File: config.mk
export PLATFORM = sky130hd
export DESIGN_NAME = serconv_dedup_flat
export DESIGN_NICKNAME = d
export VERILOG_FILES = /design/src/rtl/serconv_pkg.sv /design/src/rtl/serconv_dedup_if.sv /design/src/rtl/serconv_fifo.sv /design/src/rtl/serconv_dedup.sv /design/src/flat_wrapper.sv
export SDC_FILE = /design/constraint.sdc
export NUM_CORES = 1
export LEC_CHECK = 0
export ABC_CLOCK_PERIOD_IN_PS = 2700
export CAP_MARGIN = 20
export CORE_MARGIN = 8
export CORE_UTILIZATION = 35
export DETAILED_ROUTE_END_ITERATION = 8
export GPL_TIMING_DRIVEN = 0
export HOLD_SLACK_MARGIN = 0.12
export PLACE_DENSITY = 0.52
export SLEW_MARGIN = 10
export SYNTH_ARGS = -nofsm -noshare
export SYNTH_HDL_FRONTEND = slang
export SYNTH_SLANG_ARGS = --single-unit
File: constraint.sdc
create_clock -name clock -period 2.7 [get_ports clock]
set_input_delay 0.27 -clock clock [delete_from_list [all_inputs] [get_ports clock]]
set_output_delay 0.27 -clock clock [all_outputs]
set_load 0.02 [all_outputs]
File: src/rtl/serconv_pkg.sv
// serconv_pkg: shared state encodings and helpers for serconv_dedup
// The parity helper zero-extends its argument, so it suits any WIDTH up to 64.
package serconv_pkg;

  typedef enum logic [0:0] {
    RX_IDLE,
    RX_DATA
  } rx_state_t;

  typedef enum logic [1:0] {
    TX_IDLE,
    TX_START,
    TX_DATA,
    TX_PAR
  } tx_state_t;

  localparam int PAR_W = 64;

  function automatic logic parity(input logic [PAR_W-1:0] v);
    return ^v;
  endfunction

endpackage

File: src/rtl/serconv_dedup_if.sv
// serconv_dedup_if: serial input, serial output and status of the converter
// master drives x/tx_en, slave is the converter itself
interface serconv_dedup_if #(
  parameter int DEPTH = 4
);
  localparam int LW = $clog2(DEPTH + 1);

  logic          x;
  logic          tx_en;
  logic          y;
  logic          tx_active;
  logic [LW-1:0] fifo_level;
  logic          dup;
  logic          ovf;

  modport master (
    output x, tx_en,
    input  y, tx_active, fifo_level, dup, ovf
  );

  modport slave (
    input  x, tx_en,
    output y, tx_active, fifo_level, dup, ovf
  );

endinterface

File: src/rtl/serconv_fifo.sv
// serconv_fifo: DEPTH x WIDTH synchronous FIFO with occupancy count
// dout shows the head entry combinationally; push when full and pop when empty are ignored.
module serconv_fifo #(
  parameter int WIDTH = 8,
  parameter int DEPTH = 4,
  localparam int LW = $clog2(DEPTH + 1),
  localparam int AW = $clog2(DEPTH)
) (
  input  logic             clock,
  input  logic             reset,
  input  logic             push,
  input  logic             pop,
  input  logic [WIDTH-1:0] din,
  output logic [WIDTH-1:0] dout,
  output logic [LW-1:0]    level,
  output logic             full,
  output logic             empty
);

  logic [WIDTH-1:0] mem_q [DEPTH];
  logic [AW-1:0]    wr_q;
  logic [AW-1:0]    rd_q;
  logic [LW-1:0]    level_q;
  logic             do_push;
  logic             do_pop;

  assign full    = level_q == LW'(DEPTH);
  assign empty   = level_q == '0;
  assign do_push = push && !full;
  assign do_pop  = pop && !empty;
  assign level   = level_q;
  assign dout    = mem_q[rd_q];

  // storage, written on an accepted push
  always_ff @(posedge clock) begin
    if (do_push) mem_q[wr_q] <= din;
  end

  // pointers and occupancy; DEPTH is a power of 2 so pointers wrap freely
  always_ff @(posedge clock or posedge reset) begin
    if (reset) begin
      wr_q    <= '0;
      rd_q    <= '0;
      level_q <= '0;
    end else begin
      if (do_push) wr_q <= wr_q + 1'b1;
      if (do_pop)  rd_q <= rd_q + 1'b1;
      unique case ({do_push, do_pop})
        2'b10:   level_q <= level_q + 1'b1;
        2'b01:   level_q <= level_q - 1'b1;
        default: level_q <= level_q;
      endcase
    end
  end

endmodule

File: src/rtl/serconv_dedup.sv
// serconv_dedup: serial word converter with duplicate suppression and FIFO
// Optional macro SERCONV_PARITY_EN appends an even-parity bit to TX frames.
module serconv_dedup
  import serconv_pkg::*;
#(
  parameter int WIDTH = 8,
  parameter int DEPTH = 4
) (
  input logic            clock,
  input logic            reset,
  serconv_dedup_if.slave bus
);

  localparam int CW = $clog2(WIDTH);
  localparam int LW = $clog2(DEPTH + 1);

  rx_state_t        rx_st_q;
  logic [CW-1:0]    rx_cnt_q;
  logic [WIDTH-2:0] rx_sh_q;
  logic [WIDTH-1:0] last_q;
  logic             old_valid_q;
  logic             dup_q;
  logic             ovf_q;

  tx_state_t        tx_st_q;
  logic [CW-1:0]    tx_cnt_q;
  logic [WIDTH-1:0] tx_sh_q;
  logic             y_q;
  logic             act_q;
`ifdef SERCONV_PARITY_EN
  logic             par_q;
`endif

  logic [WIDTH-1:0] word;
  logic             rx_done;
  logic             is_dup;
  logic             push;
  logic             pop;
  logic [WIDTH-1:0] fifo_dout;
  logic [LW-1:0]    level;
  logic             full;
  logic             empty;

  // the bit on x this cycle completes the word when the counter is at the end
  assign word    = {bus.x, rx_sh_q};
  assign rx_done = (rx_st_q == RX_DATA) && (rx_cnt_q == CW'(WIDTH - 1));
  assign is_dup  = old_valid_q && (word == last_q);
  assign push    = rx_done && !is_dup && !full;
  assign pop     = (tx_st_q == TX_IDLE) && !empty && bus.tx_en;

  serconv_fifo #(
    .WIDTH(WIDTH),
    .DEPTH(DEPTH)
  ) u_fifo (
    .clock(clock),
    .reset(reset),
    .push (push),
    .pop  (pop),
    .din  (word),
    .dout (fifo_dout),
    .level(level),
    .full (full),
    .empty(empty)
  );

  // RX deframer plus duplicate/overflow decision at word completion
  always_ff @(posedge clock or posedge reset) begin
    if (reset) begin
      rx_st_q     <= RX_IDLE;
      rx_cnt_q    <= '0;
      rx_sh_q     <= '0;
      last_q      <= '0;
      old_valid_q <= 1'b0;
      dup_q       <= 1'b0;
      ovf_q       <= 1'b0;
    end else begin
      dup_q <= rx_done && is_dup;
      ovf_q <= rx_done && !is_dup && full;
      unique case (rx_st_q)
        RX_IDLE: begin
          if (bus.x) begin
            rx_st_q  <= RX_DATA;
            rx_cnt_q <= '0;
          end
        end
        RX_DATA: begin
          rx_sh_q  <= word[WIDTH-1:1];
          rx_cnt_q <= rx_cnt_q + 1'b1;
          if (rx_done) begin
            rx_st_q <= RX_IDLE;
            if (!is_dup) begin
              last_q      <= word;
              old_valid_q <= 1'b1;
            end
          end
        end
        default: rx_st_q <= RX_IDLE;
      endcase
    end
  end

  // TX framer: start bit, data LSB first, optional parity, then idle
  always_ff @(posedge clock or posedge reset) begin
    if (reset) begin
      tx_st_q  <= TX_IDLE;
      tx_cnt_q <= '0;
      tx_sh_q  <= '0;
      y_q      <= 1'b0;
      act_q    <= 1'b0;
`ifdef SERCONV_PARITY_EN
      par_q    <= 1'b0;
`endif
    end else begin
      unique case (tx_st_q)
        TX_IDLE: begin
          if (pop) begin
            tx_st_q <= TX_START;
            tx_sh_q <= fifo_dout;
            y_q     <= 1'b1;
            act_q   <= 1'b1;
`ifdef SERCONV_PARITY_EN
            par_q   <= parity(PAR_W'(fifo_dout));
`endif
          end
        end
        TX_START: begin
          tx_st_q  <= TX_DATA;
          y_q      <= tx_sh_q[0];
          tx_sh_q  <= tx_sh_q >> 1;
          tx_cnt_q <= '0;
        end
        TX_DATA: begin
          if (tx_cnt_q == CW'(WIDTH - 1)) begin
`ifdef SERCONV_PARITY_EN
            tx_st_q <= TX_PAR;
            y_q     <= par_q;
`else
            tx_st_q <= TX_IDLE;
            y_q     <= 1'b0;
            act_q   <= 1'b0;
`endif
          end else begin
            y_q      <= tx_sh_q[0];
            tx_sh_q  <= tx_sh_q >> 1;
            tx_cnt_q <= tx_cnt_q + 1'b1;
          end
        end
`ifdef SERCONV_PARITY_EN
        TX_PAR: begin
          tx_st_q <= TX_IDLE;
          y_q     <= 1'b0;
          act_q   <= 1'b0;
        end
`endif
        default: begin
          tx_st_q <= TX_IDLE;
          y_q     <= 1'b0;
          act_q   <= 1'b0;
        end
      endcase
    end
  end

  assign bus.y          = y_q;
  assign bus.tx_active  = act_q;
  assign bus.fifo_level = level;
  assign bus.dup        = dup_q;
  assign bus.ovf        = ovf_q;

endmodule

File: src/flat_wrapper.sv
// flat-port wrapper written by rule: the top's interface ports become plain ports
module serconv_dedup_flat import serconv_pkg::*;
#(
  parameter int WIDTH = 8,
  parameter int DEPTH = 4
)
  (clock, reset, bus_x, bus_tx_en, bus_y, bus_tx_active, bus_fifo_level, bus_dup, bus_ovf);
  serconv_dedup_if #(.DEPTH(DEPTH)) bus_i ();
  input logic clock;
  input logic reset;
  input wire logic [$bits(bus_i.x)-1:0] bus_x;
  input wire logic [$bits(bus_i.tx_en)-1:0] bus_tx_en;
  output wire logic [$bits(bus_i.y)-1:0] bus_y;
  output wire logic [$bits(bus_i.tx_active)-1:0] bus_tx_active;
  output wire logic [$bits(bus_i.fifo_level)-1:0] bus_fifo_level;
  output wire logic [$bits(bus_i.dup)-1:0] bus_dup;
  output wire logic [$bits(bus_i.ovf)-1:0] bus_ovf;
  assign bus_i.x = bus_x;
  assign bus_i.tx_en = bus_tx_en;
  assign bus_y = bus_i.y;
  assign bus_tx_active = bus_i.tx_active;
  assign bus_fifo_level = bus_i.fifo_level;
  assign bus_dup = bus_i.dup;
  assign bus_ovf = bus_i.ovf;
  serconv_dedup #(.WIDTH(WIDTH), .DEPTH(DEPTH)) u_core (.clock(clock), .reset(reset), .bus(bus_i));
endmodule
==> qor.yml <==
run_status:
  status: "finished, final reports clean"
sta:
  setup_violations: 0
  setup_tns_ns: 0
  skew_ns: 0.00924
  hold_viol: 0
  maxSlewViolCount: 0
  setup_ws_ns: 0.220
  worst_pin_slew_ns: 0.538
  max_slew_margin_pct: 64.2
  period_share_pct: 91.8
  holdWs_ns: 0.232
  rsz0062_at_grt: "false"
  fin_crit_ns: 2.48
  max_freq_mhz: 403
cells_and_area:
  multi_input_area_um2: 1190
  fin_nets: 272
  num-fill-cells: 872
  seqCellArea_um2: 2070
  stdcell_count: 370
  antennaDiodeCount: 0
  final_util_pct: 41.8
  drive_gt1_share_pct: 25.1
  area_growth_syn_to_layout_pct: 16.1
placement:
  dp_slack_ns: -0.298
  routabilityCongestion: 0.709
  portBuffers: 10
  dp_hpwl_um: 3660
  placed_cells_incl_taps: 348
detailed_routing:
  antenna_left: 0
  wirelength_um: 5380
  first_iter_violations: 77
  post_drt_wl_per_cell_um: 14.5
  drc_errors: 0
  dr_total_vias: 1771
  drt_pass1_iterations: 4
  vias_per_cell: 4.79
cts:
  cts_tree: "yes"
  cts_root_buf: "clkbuf_8"
  clkSlewWorstSetupHoldPaths_ns: 0.07
  numClockSinks: 76
  cts_made_buffers: 9
  ctsHoldBuffers: 0
  worstSkewPairLatency_ns: 0.34
  clock_path_buffers: 2
  htree_levels: 3
worst_setup_path:
  startpoint_type: "flip-flop"
  critPathLaunch: "u_core.rx_sh_q[5]$_DFFE_PP0P_"
  crit_type: "reg2reg"
  r2r_start: "u_core.rx_sh_q[5]$_DFFE_PP0P_"
  critPathMaxFanout: 7
  cp_data_arrival_time_ns: 2.75
  required_ns: 2.97
  worst_setup_path_end_kind: "flip-flop"
pwr:
  power.switching_mw: 1.57
  netSwitchingFraction_pct: 34.9
  p_per_area_nw_per_um2: 1170
  clockPowerShare_pct: 18.5
  pwr-share-comb_pct: 38.9
  ir_drop_uv: 485
  p_int_mw: 2.94
  p_leak_nw: 1.51
  power_frac_seq_pct: 42.6
grt:
  grtUsageTotal_pct: 9.21
  grt_max_degree: 28
  grt_pass1_vias: 1809
  grt_pass1_wl_um: 9110
  grt_overflow: 0
  antenna_found_initial: 0
hold_path:
  hold_path_class: "in2async"
yosys:
  netlist_area_um2: 3310
  synthCells: 226
  synth_seq_area_share_pct: 62.3
  yosysTopAreaCell: "dfrtp_1"
  synthArstFlopShare_pct: 57.9
  synth_enable_flop_cells: 32
  avgSynthCellArea_um2: 14.6
  synth_top_cell_area_share_pct: 33.3
  synth.area.top_cells: "dfrtp_1, edfxtp_1, mux2_2"
  ys_types: 37
  ys_ff_latch: 76
  yosys_warnings: 0
  ys.flop_type: "dfrtp_1"
  syn-num-nets: 244
die:
  die_area_um2: 12800
  coreArea_um2: 9200
  die_w_um: 113
  start_util_pct: 36.0
  die_y_um: 113
  ioPinCount: 11
  rows: 35
job:
  maxCapViolations: 0
==> critical path: stages, from the launching register on <==
cell and delay [ns]:
dfrtp_2 0.46, xnor2_2 0.16, nand4_1 0.17, o311ai_4 0.43, a31oi_4 0.10, inv_1 0.08, ha_1 0.18, inv_1 0.06
fa_1 0.37, xor2_1 0.15, nor2_1 0.11, xor2_1 0.15
==> metrics by stage <==
stage | area [um2] | total power, mW
3_5_place_dp | 3570 | 3.64
3_3_place_gp | 3550 | 3.60
2_1_floorplan | 3310 | 3.20
4_1_cts | 3770 | 4.49
6_report | 3840 | 4.51
5_1_grt | 3840 | 4.86
==> power by group through the flow <==
stage	clock network, mW	registers, mW	logic [mW]
after global routing	0.910	1.98	1.97
after floorplan	0	1.91	1.30
after detailed placement	0	1.95	1.69
final	0.834	1.92	1.76
after global placement	0	1.94	1.67
after CTS	0.865	1.92	1.70
==> layout by cell type (no fill, tap or decap), types with 3 or more instances in the layout <==
cell type        count
clkbuf_1             5
edfxtp_1            32
xnor2_2              3
nand2_1             22
a21oi_1              4
buf_4                6
a31oi_1              6
mux4_2               8
and2_1               4
o21ai_0              8
dfrtp_1             39
mux2_2              16
nand2b_1             3
xnor2_1              9
clkdlybuf4s50_1      9
inv_1               12
nor2_1               9
ha_1                13
clkbuf_8            11
dfrtp_2              5
==> logic make-up after synthesis <==
| logic type | after synthesis | synth area share [%] |
|---|---|---|
| AOI/OAI and AO/OA | 28 | 7.67 |
| DFF | 76 | 62.3 |
| muxes | 26 | 11.5 |
| adders and majority gates | 14 | 5.52 |
| and+or+nand+nor | 48 | 6.77 |
| buffers and inverters | 20 | 2.57 |
| xor gates and xnor gates | 14 | 3.70 |
==> timing repair <==
action,CTS,global route
setup endpoints to repair,0,1
buffers inserted,0,6
gates resized for setup,0,9
==> layer usage <==
metal	routed length [um]	GRT usage (%)	vias up
li1	-	-	867
met4	81	4.00	0
met1	2440	10.7	879
met5	0	0	-
met2	2670	14.7	15
met3	191	3.67	10
==> cell type report <==
type	instances	share of cell area, %
tap	111	3.61
clock buffer	13	4.69
clock inverter	3	0.456
multi-input combinational	130	30.9
timing repair buffer	17	4.36
inverter	13	1.27
buffer	7	0.944
sequential	76	53.8
==> registers in the layout, indices dropped and copies added (netlist names), 3 cells and up <==
register,cells
u_core.rx_cnt_q,3
u_core.u_fifo.level,3
u_core.rx_sh_q,7
u_core.tx_sh_q,8
u_core.tx_cnt_q,3
u_core.u_fifo.mem_q,32
u_core.last_q,8
==> cell usage after synthesis, types with 6 or more instances <==
master	number
inv_1	13
o21ai_0	8
xnor2_1	12
edfxtp_1	32
nand2_1	22
a31oi_1	6
ha_1	13
dfrtp_1	44
mux4_2	8
mux2_2	16
nor2_1	9
==> path summary, 6_finish.rpt <==
kind                                                       end  slack [ns]  cells after the start
hold reg to reg                 u_core.old_valid_q$_DFFE_PP0P_        0.47                      1
setup reg to reg            u_core.u_fifo.level[2]$_DFFE_PP0P_        0.22                     11
max in group asynchronous        u_core.rx_sh_q[2]$_DFFE_PP0P_        1.97                      3
hold / removal               u_core.u_fifo.rd_q[0]$_DFFE_PP0P_        0.23                      2
min in group clock         u_core.u_fifo.mem_q[2][7]$_DFFE_PP_        0.37                      1
setup / recovery            u_core.u_fifo.level[2]$_DFFE_PP0P_        0.22                     11
Note: power is estimated with default switching activity, not from simulation.
